<file path="src/rtl/io_output_reg_pkg.sv">
// rtl/io_output_reg_pkg.sv - shared register codes, CTRL bit positions and blank display constants
package io_output_reg_pkg;

  localparam logic [5:0] ADDR_LED  = 6'b100000;
  localparam logic [5:0] ADDR_HEX  = 6'b100001;
  localparam logic [5:0] ADDR_CTRL = 6'b100010;

  localparam int CTRL_EN_BIT    = 0;
  localparam int CTRL_BLINK_BIT = 1;

  localparam logic [3:0] SEL_BLANK = 4'hF;
  localparam logic [6:0] SEG_BLANK = 7'h7F;

endpackage

</file>
<file path="src/rtl/hex7seg_decoder.sv">
// rtl/hex7seg_decoder.sv - 4-bit value to active-low gfedcba seven-segment code
module hex7seg_decoder (
  input  logic [3:0] value,
  output logic [6:0] seg
);

  always_comb begin
    seg = 7'h7F;
    case (value)
      4'h0: seg = 7'h40;
      4'h1: seg = 7'h79;
      4'h2: seg = 7'h24;
      4'h3: seg = 7'h30;
      4'h4: seg = 7'h19;
      4'h5: seg = 7'h12;
      4'h6: seg = 7'h02;
      4'h7: seg = 7'h78;
      4'h8: seg = 7'h00;
      4'h9: seg = 7'h10;
      4'hA: seg = 7'h08;
      4'hB: seg = 7'h03;
      4'hC: seg = 7'h46;
      4'hD: seg = 7'h21;
      4'hE: seg = 7'h06;
      4'hF: seg = 7'h0E;
      default: seg = 7'h7F;
    endcase
  end

endmodule

</file>
<file path="src/rtl/io_output_reg.sv">
// rtl/io_output_reg.sv - memory-mapped LED port and multiplexed 4-digit seven-segment display
module io_output_reg
  import io_output_reg_pkg::*;
#(
  parameter int SCAN_DIV  = 50000,
  parameter int BLINK_DIV = 256
) (
  input  logic        io_clk,
  input  logic        resetn,
  input  logic [31:0] addr,
  input  logic [31:0] datain,
  input  logic        wmem,
  output logic [31:0] io_read_data,
  output logic [7:0]  out_led,
  output logic        out_strobe,
  output logic [3:0]  hex_sel,
  output logic [6:0]  hex_seg
);

  localparam int SW = (SCAN_DIV > 1) ? $clog2(SCAN_DIV) : 1;
  localparam int BW = (BLINK_DIV > 1) ? $clog2(BLINK_DIV) : 1;
  localparam logic [SW-1:0] SCAN_LAST  = SW'(SCAN_DIV - 1);
  localparam logic [BW-1:0] BLINK_LAST = BW'(BLINK_DIV - 1);

  logic [7:0]    led_reg;
  logic [31:0]   hex_reg;
  logic [1:0]    ctrl_reg;
  logic [SW-1:0] scan_cnt;
  logic [1:0]    idx;
  logic [BW-1:0] blink_cnt;
  logic          phase;

  logic [5:0]    code;
  logic          scan_wrap;
  logic          rot_wrap;
  logic          visible;
  logic [3:0]    nibble;
  logic [6:0]    seg_code;

  wire unused_addr_bits = &{1'b0, addr[31:8], addr[1:0]};

  assign code      = addr[7:2];
  assign scan_wrap = (scan_cnt == SCAN_LAST);
  assign rot_wrap  = scan_wrap && (idx == 2'd3);
  assign visible   = ctrl_reg[CTRL_EN_BIT] & (~ctrl_reg[CTRL_BLINK_BIT] | phase);
  assign nibble    = hex_reg[{idx, 2'b00} +: 4];
  assign out_led   = led_reg;

  hex7seg_decoder u_dec (
    .value (nibble),
    .seg   (seg_code)
  );

  always_ff @(posedge io_clk or negedge resetn) begin
    if (!resetn) begin
      led_reg    <= '0;
      hex_reg    <= '0;
      ctrl_reg   <= '0;
      out_strobe <= 1'b0;
    end else begin
      out_strobe <= wmem && (code == ADDR_LED);
      if (wmem) begin
        case (code)
          ADDR_LED:  led_reg  <= datain[7:0];
          ADDR_HEX:  hex_reg  <= datain;
          ADDR_CTRL: ctrl_reg <= datain[1:0];
          default: ;
        endcase
      end
    end
  end

  // Scan and blink timing free-run; CTRL only gates what reaches the pins.
  always_ff @(posedge io_clk or negedge resetn) begin
    if (!resetn) begin
      scan_cnt  <= '0;
      idx       <= 2'd0;
      blink_cnt <= '0;
      phase     <= 1'b1;
    end else begin
      scan_cnt <= scan_wrap ? '0 : scan_cnt + 1'b1;
      if (scan_wrap)
        idx <= idx + 2'd1;
      if (rot_wrap) begin
        if (blink_cnt == BLINK_LAST) begin
          blink_cnt <= '0;
          phase     <= ~phase;
        end else begin
          blink_cnt <= blink_cnt + 1'b1;
        end
      end
    end
  end

  always_ff @(posedge io_clk or negedge resetn) begin
    if (!resetn) begin
      hex_sel <= SEL_BLANK;
      hex_seg <= SEG_BLANK;
    end else if (visible) begin
      hex_sel <= ~(4'b0001 << idx);
      hex_seg <= seg_code;
    end else begin
      hex_sel <= SEL_BLANK;
      hex_seg <= SEG_BLANK;
    end
  end

  always_comb begin
    io_read_data = '0;
    case (code)
      ADDR_LED:  io_read_data = {24'd0, led_reg};
      ADDR_HEX:  io_read_data = hex_reg;
      ADDR_CTRL: io_read_data = {30'd0, ctrl_reg};
      default:   io_read_data = '0;
    endcase
  end

endmodule
</file>
<file path="config.mk">
export PLATFORM = sky130hd
export DESIGN_NAME = io_output_reg
export DESIGN_NICKNAME = d
export VERILOG_FILES = /design/src/rtl/io_output_reg_pkg.sv /design/src/rtl/hex7seg_decoder.sv /design/src/rtl/io_output_reg.sv
export SDC_FILE = /design/constraint.sdc
export NUM_CORES = 1
export LEC_CHECK = 0
export ABC_AREA = 1
export ABC_CLOCK_PERIOD_IN_PS = 3630
export BUFFER_PORTS_ARGS = -buffer_cell sky130_fd_sc_hd__buf_4
export CAP_MARGIN = 0
export CORE_ASPECT_RATIO = 2
export CORE_UTILIZATION = 57
export CTS_CLUSTER_SIZE = 40
export DETAILED_ROUTE_END_ITERATION = 10
export GPL_ROUTABILITY_DRIVEN = 0
export PLACE_DENSITY_LB_ADDON = 0.2
export SLEW_MARGIN = 20
export SYNTH_ARGS = -nofsm -noshare
export SYNTH_HDL_FRONTEND = slang
export SYNTH_SLANG_ARGS = --single-unit
</file>
<file path="constraint.sdc">
create_clock -name io_clk -period 3.63 [get_ports io_clk]
set_input_delay 0.363 -clock io_clk [delete_from_list [all_inputs] [get_ports io_clk]]
set_output_delay 0.363 -clock io_clk [all_outputs]
set_load 0.1 [all_outputs]
</file>
# [Yosys cells after proc, flatten, opt, wreduce, memory -nomap -nowiden]
# Memories as Yosys holds them, arrays and structs flattened.
# Index checks and enable logic that the tools add are counted.
[totals] out_inout_bits=52 elab_cells=38 register_bits=81 in_bits=67 romBits=112 memories=1
[op_classes] eq_ne=6 addsub=3 reduce_logical=6 muxes=5 bitwise_logic=5 shift=2
[mem_list] memory="(no name shown)" depth=16 width=7 rd=1 rd_clocked_by_memory_dff=0 wr=0 line="hex7seg_decoder.sv:9" text="case (value)"
[op_table] cell="32-bit case mux with 3 select lines" count=1
[op_table] cell="32-bit by 5-bit variable part select with 4-bit output" count=1
[op_table] cell="6-bit equality test, second input constant" count=3
[op_table] cell="16-bit by 1-bit adder with 16-bit output, second input constant" count=1
[op_table] cell="16-bit equality test, second input constant" count=1
[op_table] cell="16-bit 2-to-1 mux" count=1
[op_table] cell="8-bit by 1-bit adder with 8-bit output, second input constant" count=1
[op_table] cell="8-bit equality test, second input constant" count=1
[op_table] cell="8-bit 2-to-1 mux" count=1
[op_table] cell="2-bit AND reduction" count=4
[op_table] cell="7-bit 2-to-1 mux" count=1
[op_table] cell="4-bit 2-to-1 mux" count=1
[op_table] cell="4-bit NOT" count=1
[op_table] cell="1-bit by 2-bit << shifter with 4-bit output, first input constant" count=1
[op_table] cell="2-bit by 1-bit adder with 2-bit output, second input constant" count=1
[op_table] cell="2-bit equality test, second input constant" count=1
[op_table] cell="1-bit logical AND" count=2
[op_table] cell="1-bit NOT" count=2
[op_table] cell="1-bit bitwise AND" count=1
[op_table] cell="1-bit OR" count=1

# [Longest topological paths before layout]
# Gate-level depths: netlist of the first run.
[logic_depth] word_depth=4 ltp_mapped=11 depth_no_buf=10

# [By module]
# A second synthesis of the first run with hierarchy kept.
[hier_totals] hier_cells=570 area_unflattened_um2=4304.1
[by_module_without_submodules] module="io_output_reg" instances=1 seq_area_each_um2=2042.0 area_per_inst_um2=4030.1 cells_each=521
[by_module_without_submodules] module="hex7seg_decoder" instances=1 seq_area_each_um2=0.0 area_per_inst_um2=274.0 cells_each=49

# [Worst setup path after synthesis of the first run]
# Ideal clock, no wire load.
[synth_timing] path_kind="input to output" startpoint="in addr[3]" endpoint="out io_read_data[2]" setup_slack_ps=174 arrival_time_ps=3093 path_buffers=1 path_stages=6 required_ps=3267 path_cell_list="inv_1 nand2_1 nor3_4 nand2_2 clkbuf_1 o21ai_0"
[synth_between] elab_chain_len=2 word_cells_on_any_way=4 cone_classes="eq/ne (3); mux (1)"
[synth_lines] item="start, declared" line="io_output_reg.sv:10" text="input logic [31:0] addr,"
[synth_lines] item="6-bit equality test" line="io_output_reg.sv:110" text="case (code)"
[synth_lines] item="32-bit case mux with 3 select lines *" line="io_output_reg.sv:110"
[synth_lines] item="end, declared" line="io_output_reg.sv:13" text="output logic [31:0] io_read_data,"
# Mark *: on every way between the ends. The rest lies on a longest branch, timed or not.

# [Worst setup path after layout of the first run]
[layout_timing] startpoint="in addr[3]" endpoint="out io_read_data[5]"
# Same word-level chain as after synthesis.

==> results of run 1 <==
kinds of logic (layout without fill, tap and decap cells):
kind of cell | count (synthesis) | in the layout | synth area share
xor gates and xnor gates | 10 | 10 | 0.0205
DFF | 81 | 81 | 0.478
and+or+nand+nor | 304 | 304 | 0.303
buffers and inverters | 91 | 188 | 0.0941
AOI/OAI and AO/OA | 56 | 56 | 0.0692
adders and majority gates | 12 | 12 | 0.0352
per-layer routing:
layer,up-vias,global-route usage,routed length (µm),share of wire
met5,-,0,0,0
met4,0,0.150,430,0.045
met3,31,0.0549,364,0.038
met2,105,0.489,5500,0.57
met1,1749,0.269,3350,0.35
li1,1898,-,-,-
power groups by stage:
stage	logic [µW]	clock network (µW)	registers, µW
finish	499	840	1060
global route	545	891	1070
global placement	484	0	1070
floorplan	192	0	1230
CTS	497	861	1060
detailed placement	494	0	1070
layout make-up:
type / count / area [µm²]
flip-flops and latches: 81 / 2040
clock buffers: 13 / 270
clock inverters: 3 / 13.8
multi-input cells: 382 / 1830
inverters: 78 / 295
fillers: 586 / 1980
repair buffers: 94 / 728
well taps: 92 / 115
per-stage QoR:
stage	std cells	utilization	area [µm²]	hold slack [ns]
2_1_floorplan	554	-	4270	0.0674
3_3_place_gp	725	0.684	4970	0.456
3_5_place_dp	725	0.684	4970	0.473
4_1_cts	741	0.723	5250	0.222
5_1_grt	743	0.728	5290	0.235
6_report	743	0.728	5290	0.237
tightest hold or removal path: stages:
cell and delay (ns):
sky130_fd_sc_hd__buf_4 0.07, sky130_fd_sc_hd__nand2_1 0.04, sky130_fd_sc_hd__o21ai_0 0.06
how the worst min path moves through the flow:
stage	startpoint	end	slack, ns	cells past startpoint
4_1_cts	resetn	scan_cnt[5]$_DFF_PN0_	0.22	1
3_3_place_gp	phase$_DFFE_PN1P_	phase$_DFFE_PN1P_	0.46	2
5_1_grt	datain[17]	hex_reg[17]$_DFFE_PN0P_	0.24	3
3_5_place_dp	phase$_DFFE_PN1P_	phase$_DFFE_PN1P_	0.47	2
6_report	datain[31]	hex_reg[31]$_DFFE_PN0P_	0.24	3
2_1_floorplan	resetn	blink_cnt[0]$_DFFE_PN0P_	0.07	0
what timing repair did:
item / CTS / global route
hold buffers: 0 / 1
setup endpoints to repair: 0 / 0
endpoints found under the hold margin: 0 / 23
cell usage after synthesis (3+ instances only):
| cell | n | area (µm²) |
|---|---|---|
| sky130_fd_sc_hd__a21oi_1 | 3 | 15.0 |
| sky130_fd_sc_hd__nand3_1 | 48 | 240 |
| sky130_fd_sc_hd__nand4_1 | 3 | 18.8 |
| sky130_fd_sc_hd__nand2_2 | 3 | 18.8 |
| sky130_fd_sc_hd__ha_1 | 12 | 150 |
| sky130_fd_sc_hd__dfrtp_1 | 69 | 1730 |
| sky130_fd_sc_hd__nor3_1 | 4 | 20.0 |
| sky130_fd_sc_hd__o21bai_1 | 3 | 22.5 |
| sky130_fd_sc_hd__nand2_1 | 176 | 661 |
| sky130_fd_sc_hd__inv_1 | 74 | 278 |
| sky130_fd_sc_hd__buf_6 | 6 | 67.6 |
| sky130_fd_sc_hd__o21ai_1 | 5 | 25.0 |
| sky130_fd_sc_hd__dfstp_2 | 12 | 315 |
| sky130_fd_sc_hd__nor2_1 | 61 | 229 |
| sky130_fd_sc_hd__xor2_1 | 7 | 61.3 |
| sky130_fd_sc_hd__xnor2_1 | 3 | 26.3 |
| sky130_fd_sc_hd__o21ai_0 | 43 | 215 |
| sky130_fd_sc_hd__buf_2 | 4 | 20.0 |
==> flow_summary.ini, run 1 <==
[worst_setup_path]
timing.critical_path.to = io_read_data[5]
crit_path_start_kind = primary input
timing.critical_path.fanout_max = 33
rrSetupSlack_ns = 1.76
crit_slowest_cell = sky130_fd_sc_hd__nand2_2
critical_path_required_ns = 3.27
critPathBufInv = 3
r2r-end = hex_seg[3]$_DFF_PN1_
worst_path_largest_cell_delay_ns = 0.41
worstSetupPathDepth = 7
timing.setup.critical_path_class = in -> out
reg2reg_depth = 10
cp_common_cell = sky130_fd_sc_hd__buf_4
path_delay_family = simple AND/OR/NAND/NOR gates
startpoint = addr[3]
worst_ep_arrival_time_ns = 1.94
crit_path_end_kind = output port
reg2reg_start = idx[0]$_DFFE_PN0N_
crit_chain = buf_4 > inv_1 > nand2_1 > nor3_4 > nand2_2 > o21ai_0 > buf_4

[cells_and_area]
n_antenna_cell = 0
layout.cells.most_common_list = sky130_fd_sc_hd__nand2_1 (176), sky130_fd_sc_hd__buf_4 (92), sky130_fd_sc_hd__inv_1 (74), sky130_fd_sc_hd__dfrtp_1 (69), sky130_fd_sc_hd__nor2_1 (61)
final_common_cell = sky130_fd_sc_hd__nand2_1
largest_reg_flops = 32
layout.nets = 725
layout-drive-gt1-share = 0.207
syn_to_final_growth_pct = 23.9

[global_route]
first_global_vias = 3766
grt_antenna_before_repair = 0
maximum_number_of_pins_on_one_net_before_global_route_repair = 82
groute.usage.overall = 0.266
grt_pass1_wl_mm = 16.4
gr-total-overflow = 0

[floorplanning]
fp.dieArea_um2 = 7860
die_w_um = 63.2
initial_utilization = 0.587
ios = 119
core.rowCount = 44
die_h_um = 124
placeableCoreArea_um2 = 7270

[hold_path]
timing.hold.worst.class = in -> reg

[sta]
setup_repair_after_global_routing_missed_its_margin = no
fin_tns_setup_ns = 0
drv_slew = 0
fmax_mhz = 435
clock_skew_ns = 0.00679
final_ws_setup_ns = 1.33
crit_share_post_route = 0.633
tightestPinTransition_ns = 0.673
timing.final.crit_period_ns = 2.30
setup_violations = 0
max-slew-margin-rel = 0.550
final_hold_viol_count = 0

[clock_tree]
cts_setup_buffers = 0
post_cts_resize_count = 0
cts_max_level = 3
worst_setup_hold_path_clk_slew_ns = 0.06
cts_inserted_buffers = 9
tritoncts = built
cts-root-to-sink-buffers = 2
clk-insertion-delay-late_ns = 0.33
root_buffer = sky130_fd_sc_hd__clkbuf_16
cts_sinks = 81

[flow_run]
drv_cap = 0

[placed_design]
port_buffers = 92
place.detailed.hpwl_mm = 7.25
dp_slack_ns = 1.32

[synth]
synthCells = 554
mappedNetlistNets = 633
synth_seq_cells = 81
post_synth_instance_area_um2 = 4270
asyncSetResetFlopFracSynth = 1.00
synth-main-ff-cell = sky130_fd_sc_hd__dfrtp_1
synth_warnings = 0
synth-edff-count = 0
yosysSeqAreaShare = 0.478
syn_avg_cell_area_um2 = 7.71
post_synth_num_cell_types = 31

[power_and_ir_drop]
p_leak_uw = 0.00283
seq_power_share = 0.441
pwr-share-clk = 0.350
switchingPower_uw = 745
p_per_area_nw_per_um2 = 453
peakVddDrop_v = 0.000349
total_power_uw = 2400
proportion_of_total_power_due_to_net_switching = 0.311
power_frac_comb = 0.208
internal-power_uw = 1650

[routing]
detail_route.first_pass.iterations = 5
dr.first_iter.drc_count = 169
route.detailed.drc = 0
post_detailed_routing_wire_length_mm = 9.64
routed_via_density = 5.09
routed-via-count = 3783
wirelength_per_cell_um = 13.0
antenna_violating_nets_post_route = 0

[outcome]
outcome = complete, no violations
No activity file was read; power rests on OpenSTA's default activity.
==> run 2, diff against run 1 <==
--- a/config.mk
+++ b/config.mk
@@ -6,11 +6,11 @@
 export NUM_CORES = 1
 export LEC_CHECK = 0
 export ABC_AREA = 1
-export ABC_CLOCK_PERIOD_IN_PS = 3630
+export ABC_CLOCK_PERIOD_IN_PS = 2330
 export BUFFER_PORTS_ARGS = -buffer_cell sky130_fd_sc_hd__buf_4
 export CAP_MARGIN = 0
 export CORE_ASPECT_RATIO = 2
-export CORE_UTILIZATION = 57
+export CORE_UTILIZATION = 53
 export CTS_CLUSTER_SIZE = 40
 export DETAILED_ROUTE_END_ITERATION = 10
 export GPL_ROUTABILITY_DRIVEN = 0
==> constraint.sdc (replaced) <==
create_clock -name io_clk -period 2.33 [get_ports io_clk]
set_input_delay 0.233 -clock io_clk [delete_from_list [all_inputs] [get_ports io_clk]]
set_output_delay 0.233 -clock io_clk [all_outputs]
set_load 0.1 [all_outputs]
==> flow_summary.ini, run 2 (synthesis results as in run 1) <==
[outcome]
outcome = complete, no violations

[power_and_ir_drop]
p_leak_uw = 0.00284
peakVddDrop_v = 0.000537
p_per_area_nw_per_um2 = 725

[worst_setup_path]
path_delay_family = simple AND/OR/NAND/NOR gates
reg2reg_start = idx[0]$_DFFE_PN0N_
critPathBufInv = 3
rrSetupSlack_ns = 0.47
crit_path_end_kind = output port
reg2reg_depth = 10
worstSetupPathDepth = 7
startpoint = addr[3]
cp_common_cell = sky130_fd_sc_hd__buf_4
worst_path_largest_cell_delay_ns = 0.42
worst_ep_arrival_time_ns = 1.72
timing.critical_path.to = io_read_data[4]
crit_slowest_cell = sky130_fd_sc_hd__nand2_2
timing.critical_path.fanout_max = 33
timing.setup.critical_path_class = in -> out
r2r-end = hex_seg[0]$_DFF_PN1_
critical_path_required_ns = 2.10
crit_chain = buf_4 > inv_1 > nand2_1 > nor3_4 > nand2_2 > o21ai_1 > buf_4
crit_path_start_kind = primary input

[clock_tree]
root_buffer = sky130_fd_sc_hd__clkbuf_16
cts-root-to-sink-buffers = 2
tritoncts = built
cts_max_level = 3
cts_setup_buffers = 0
cts_sinks = 81
clk-insertion-delay-late_ns = 0.34
worst_setup_hold_path_clk_slew_ns = 0.06
cts_inserted_buffers = 9

[placed_design]
place.detailed.hpwl_mm = 7.29
port_buffers = 92
placedCellCount = 731

[cells_and_area]
n_antenna_cell = 0
largest_reg_flops = 32
final_cell_count_no_fill = 748
fill_cells = 661
layout.nets = 726
regArea_um2 = 2040
final_common_cell = sky130_fd_sc_hd__nand2_1
post_layout_utilization_of_the_core = 0.676
layout-drive-gt1-share = 0.210
layout.cells.most_common_list = sky130_fd_sc_hd__nand2_1 (176), sky130_fd_sc_hd__buf_4 (92), sky130_fd_sc_hd__inv_1 (74), sky130_fd_sc_hd__dfrtp_1 (69), sky130_fd_sc_hd__nor2_1 (61)
multiInputGateArea_um2 = 1830
syn_to_final_growth_pct = 24.9

[floorplanning]
core.rowCount = 46
fp.dieArea_um2 = 8440
ios = 119
die_w_um = 65.5
die_h_um = 129
placeableCoreArea_um2 = 7890
initial_utilization = 0.541

[global_route]
groute.usage.overall = 0.252
maximum_number_of_pins_on_one_net_before_global_route_repair = 63
grt_antenna_before_repair = 0
gr-total-overflow = 0
first_global_vias = 3755
grt_pass1_wl_mm = 16.1

[sta]
clock_skew_ns = 0.00689
max-slew-margin-rel = 0.526
fin_tns_setup_ns = 0
crit_share_post_route = 0.837
fmax_mhz = 513
setup_repair_after_global_routing_missed_its_margin = no
setup_violations = 0
drv_slew = 0
tightestPinTransition_ns = 0.708
hold_slack_ns = 0.0895
timing.final.crit_period_ns = 1.95
final_hold_viol_count = 0

[routing]
route.detailed.drc = 0
wirelength_per_cell_um = 12.9
detail_route.first_pass.iterations = 7
post_detailed_routing_wire_length_mm = 9.65
dr.first_iter.drc_count = 171
routed_via_density = 5.09
antenna_violating_nets_post_route = 0
routed-via-count = 3805

[flow_run]
drv_cap = 0

[hold_path]
timing.hold.worst.class = in -> reg
-- run 2: routing by layer --
metal / part of all wire / GRT usage / up-vias
met5: 0 / 0 / -
met4: 0.039 / 0.141 / 0
met3: 0.044 / 0.0647 / 28
met2: 0.57 / 0.469 / 114
met1: 0.35 / 0.242 / 1771
li1: - / - / 1892
-- run 2: how the worst min path moves through the flow --
stage                          start  slack [ns]  cells past startpoint                        to
after floorplan               resetn       -0.06                      0  blink_cnt[0]$_DFFE_PN0P_
after global placement        resetn        0.24                      1     scan_cnt[2]$_DFF_PN0_
after detailed placement      resetn        0.25                      1     scan_cnt[2]$_DFF_PN0_
after CTS                 datain[28]        0.09                      3   hex_reg[28]$_DFFE_PN0P_
after global routing       datain[4]        0.10                      3    out_led[4]$_DFFE_PN0P_
final                     datain[28]        0.09                      3   hex_reg[28]$_DFFE_PN0P_
-- run 2: cell type report --
class,count,area share
clock buffers,12,0.0481
clock inverters,4,0.00962
flip-flops and latches,81,0.383
multi-input cells,382,0.342
well taps,96,0.0225
repair buffers,95,0.139
inverters,78,0.0554
-- run 2: power by group --
part | switching, µW | internal (µW) | leakage, µW
Clock | 551 | 888 | 0.000149
Combinational | 576 | 206 | 0.00173
Sequential | 78.2 | 1570 | 0.000965
-- run 2: metrics by stage --
stage	instance area [µm²]	worst slack, ns	power [µW]
2_1_floorplan	4270	-0.131	2210
3_3_place_gp	5010	0.374	2430
3_5_place_dp	5010	0.378	2450
4_1_cts	5330	0.370	3890
5_1_grt	5330	0.196	4030
6_report	5330	0.381	3870
-- run 2: repair_timing --
item	in CTS	in global routing
gates resized for setup	0	0
endpoints found under the hold margin	33	0
hold buffers	1	0
-- run 2: tightest hold or removal path, cell delays in order --
cell and delay [ns]:
sky130_fd_sc_hd__buf_4 0.07, sky130_fd_sc_hd__nand2_1 0.04, sky130_fd_sc_hd__o21ai_0 0.05
==> run 3, diff against run 2 <==
--- a/config.mk
+++ b/config.mk
@@ -5,12 +5,12 @@
 export SDC_FILE = /design/constraint.sdc
 export NUM_CORES = 1
 export LEC_CHECK = 0
-export ABC_AREA = 1
-export ABC_CLOCK_PERIOD_IN_PS = 2330
+export ABC_AREA = 0
+export ABC_CLOCK_PERIOD_IN_PS = 1700
 export BUFFER_PORTS_ARGS = -buffer_cell sky130_fd_sc_hd__buf_4
 export CAP_MARGIN = 0
 export CORE_ASPECT_RATIO = 2
-export CORE_UTILIZATION = 53
+export CORE_UTILIZATION = 47
 export CTS_CLUSTER_SIZE = 40
 export DETAILED_ROUTE_END_ITERATION = 10
 export GPL_ROUTABILITY_DRIVEN = 0
==> constraint.sdc (replaced) <==
create_clock -name io_clk -period 1.7 [get_ports io_clk]
set_input_delay 0.17 -clock io_clk [delete_from_list [all_inputs] [get_ports io_clk]]
set_output_delay 0.17 -clock io_clk [all_outputs]
set_load 0.1 [all_outputs]
==> flow_summary.ini, run 3 <==
[outcome]
outcome = complete, but fails checks
failed_checks = negative setup slack

[routing]
post_detailed_routing_wire_length_mm = 12.4
dr.first_iter.drc_count = 112
routed_via_density = 5.50
wirelength_per_cell_um = 21.2
route.detailed.drc = 0
antenna_violating_nets_post_route = 0
routed-via-count = 3225
detail_route.first_pass.iterations = 4

[worst_setup_path]
timing.critical_path.to = io_read_data[17]
crit_path_start_kind = primary input
reg2reg_depth = 6
worstSetupPathDepth = 7
reg2reg_start = idx[0]$_DFFE_PN0N_
crit_chain = buf_6 > or4b_4 > nor3b_4 > buf_6 > clkbuf_16 > and2_4 > buf_12
worst_ep_arrival_time_ns = 1.76
timing.setup.critical_path_class = in -> out
worst_path_largest_cell_delay_ns = 0.55
crit_path_end_kind = output port
critical_path_required_ns = 1.53
startpoint = addr[6]
r2r-end = hex_seg[5]$_DFF_PN1_
cp_common_cell = sky130_fd_sc_hd__buf_6
timing.critical_path.fanout_max = 7
critPathBufInv = 4
path_delay_family = simple AND/OR/NAND/NOR gates
crit_slowest_cell = sky130_fd_sc_hd__or4b_4
rrSetupSlack_ns = -0.21

[synth]
synth_seq_cells = 81
synth-main-ff-cell = sky130_fd_sc_hd__dfrtp_1
post-synth-top-area-cell = sky130_fd_sc_hd__dfrtp_1
yosysMostFrequentCell = sky130_fd_sc_hd__dfrtp_1
netlist_top_cells_count = sky130_fd_sc_hd__dfrtp_1 (69), sky130_fd_sc_hd__mux2_4 (30), sky130_fd_sc_hd__and2_1 (25)
synth_warnings = 0
synth_top_area_share = 0.428
post_synth_num_cell_types = 48
post_synth_instance_area_um2 = 4030
mappedNetlistNets = 400
synth-edff-count = 0
syn_avg_cell_area_um2 = 12.6
synthCells = 321
synthTopCellsByArea = sky130_fd_sc_hd__dfrtp_1 (43%), sky130_fd_sc_hd__mux2_4 (11%), sky130_fd_sc_hd__dfstp_2 (7.8%)
asyncSetResetFlopFracSynth = 1.00
yosysSeqAreaShare = 0.507

[power_and_ir_drop]
total_power_uw = 5460
proportion_of_total_power_due_to_net_switching = 0.309
internal-power_uw = 3780
seq_power_share = 0.410
switchingPower_uw = 1690
pwr-share-clk = 0.357
p_per_area_nw_per_um2 = 834
peakVddDrop_v = 0.000574
p_leak_uw = 0.00310
power_frac_comb = 0.233

[clock_tree]
cts_max_level = 3
root_buffer = sky130_fd_sc_hd__clkbuf_16
cts-root-to-sink-buffers = 2
worst_setup_hold_path_clk_slew_ns = 0.06
clk-insertion-delay-late_ns = 0.34
cts_sinks = 81
cts_inserted_buffers = 9
tritoncts = built

[floorplanning]
ios = 119
placeableCoreArea_um2 = 8290
die_w_um = 67.5
initial_utilization = 0.486
die_h_um = 133
fp.dieArea_um2 = 8970
core.rowCount = 47

[sta]
tightestPinTransition_ns = 0.393
crit_share_post_route = 1.13
final_ws_setup_ns = -0.227
max-slew-margin-rel = 0.738
timing.final.crit_period_ns = 1.93
setup_violations = 63
drv_slew = 0
final_hold_viol_count = 0
setup_repair_after_global_routing_missed_its_margin = yes
clock_skew_ns = 0.00411
fmax_mhz = 519
hold_slack_ns = 0.0590

[global_route]
grt_antenna_before_repair = 0
grt_pass1_wl_mm = 17.2
maximum_number_of_pins_on_one_net_before_global_route_repair = 40
first_global_vias = 3517
groute.usage.overall = 0.264
gr-total-overflow = 0

[flow_run]
drv_cap = 0

[cells_and_area]
final_common_cell = sky130_fd_sc_hd__buf_4
largest_reg_flops = 32
layout-drive-gt1-share = 0.635
post_layout_utilization_of_the_core = 0.790
syn_to_final_growth_pct = 62.5
layout.cells.most_common_list = sky130_fd_sc_hd__buf_4 (107), sky130_fd_sc_hd__dfrtp_1 (66), sky130_fd_sc_hd__mux2_4 (38), sky130_fd_sc_hd__buf_12 (36), sky130_fd_sc_hd__and2_4 (24)
finish.instance_area_um2 = 6550
n_antenna_cell = 0
fill_cells = 431
layout.nets = 562

[hold_path]
timing.hold.worst.class = in -> reg
hold_start = datain[22]

[placed_design]
port_buffers = 92
detailed_place.area_um2 = 5430
dp_slack_ns = -0.299
place.detailed.hpwl_mm = 6.74
[run 3: cell types whose count changed in the layout (fill, tap and decap cells not counted), moves of 15 or more]
cell,before,now
sky130_fd_sc_hd__buf_12,2,36
sky130_fd_sc_hd__mux2_4,0,38
sky130_fd_sc_hd__nand2_1,176,16
sky130_fd_sc_hd__nor2_1,61,15
sky130_fd_sc_hd__inv_1,74,6
sky130_fd_sc_hd__buf_4,92,107
sky130_fd_sc_hd__and2_4,0,24
sky130_fd_sc_hd__nand3_1,48,8
sky130_fd_sc_hd__buf_6,0,17
sky130_fd_sc_hd__o21ai_0,37,2
[run 3: metrics by stage]
stage                     TNS [ns]  instances
after floorplan              -6.04        321
after global placement      -16.26        551
after detailed placement    -16.69        551
after CTS                    -5.09        575
after global routing        -10.97        586
final                        -6.93        586
[run 3: how the worst min path moves through the flow]
stage                          endpoint  slack, ns  cells past startpoint
2_1_floorplan  blink_cnt[0]$_DFFE_PN0P_      -0.13                      0
3_3_place_gp   blink_cnt[6]$_DFFE_PN0P_       0.13                      1
3_5_place_dp   blink_cnt[7]$_DFFE_PN0P_       0.13                      1
4_1_cts         hex_reg[26]$_DFFE_PN0P_       0.05                      2
5_1_grt         hex_reg[22]$_DFFE_PN0P_       0.05                      2
6_report        hex_reg[22]$_DFFE_PN0P_       0.06                      2
[run 3: area by class of cell]
class                   count  area (µm²)  area share
multi-input cells         217        2240       0.342
flip-flops and latches     81        2050       0.312
inverters                   9        36.3     0.00554
well taps                  98         123      0.0187
clock inverters             5        56.3     0.00860
repair buffers            165        1820       0.277
clock buffers              11         233      0.0355
[run 3: cell families after synthesis]
group	synth area share
adders and majority gates	0.0373
muxes	0.188
and+or+nand+nor	0.151
AOI/OAI and AO/OA	0.0494
buffers and inverters	0.0286
DFF	0.507
xor gates and xnor gates	0.0391
[run 3: what timing repair did]
action | CTS | global route
endpoints found under the setup margin | 55 | 94
hold buffers | 1 | 0
pin swaps | 15 | 12
setup buffers | 6 | 8
gates cloned | 1 | 4
endpoints found under the hold margin | 18 | 0
resized for setup | 115 | 33
[run 3: per-layer routing]
layer / vias to the layer above / wire [µm] / GRT usage
met1: 1630 / 4180 / 0.268
met5: - / 0 / 0
met2: 116 / 7430 / 0.496
met3: 24 / 471 / 0.0603
li1: 1455 / - / -
met4: 0 / 325 / 0.0898
[run 3: power by group through the flow]
stage	Clock (µW)	Sequential (µW)	Combinational, µW
2_1_floorplan	0	2600	399
3_3_place_gp	0	2240	1130
3_5_place_dp	0	2250	1160
4_1_cts	1950	2220	1190
5_1_grt	2040	2250	1330
6_report	1950	2240	1270
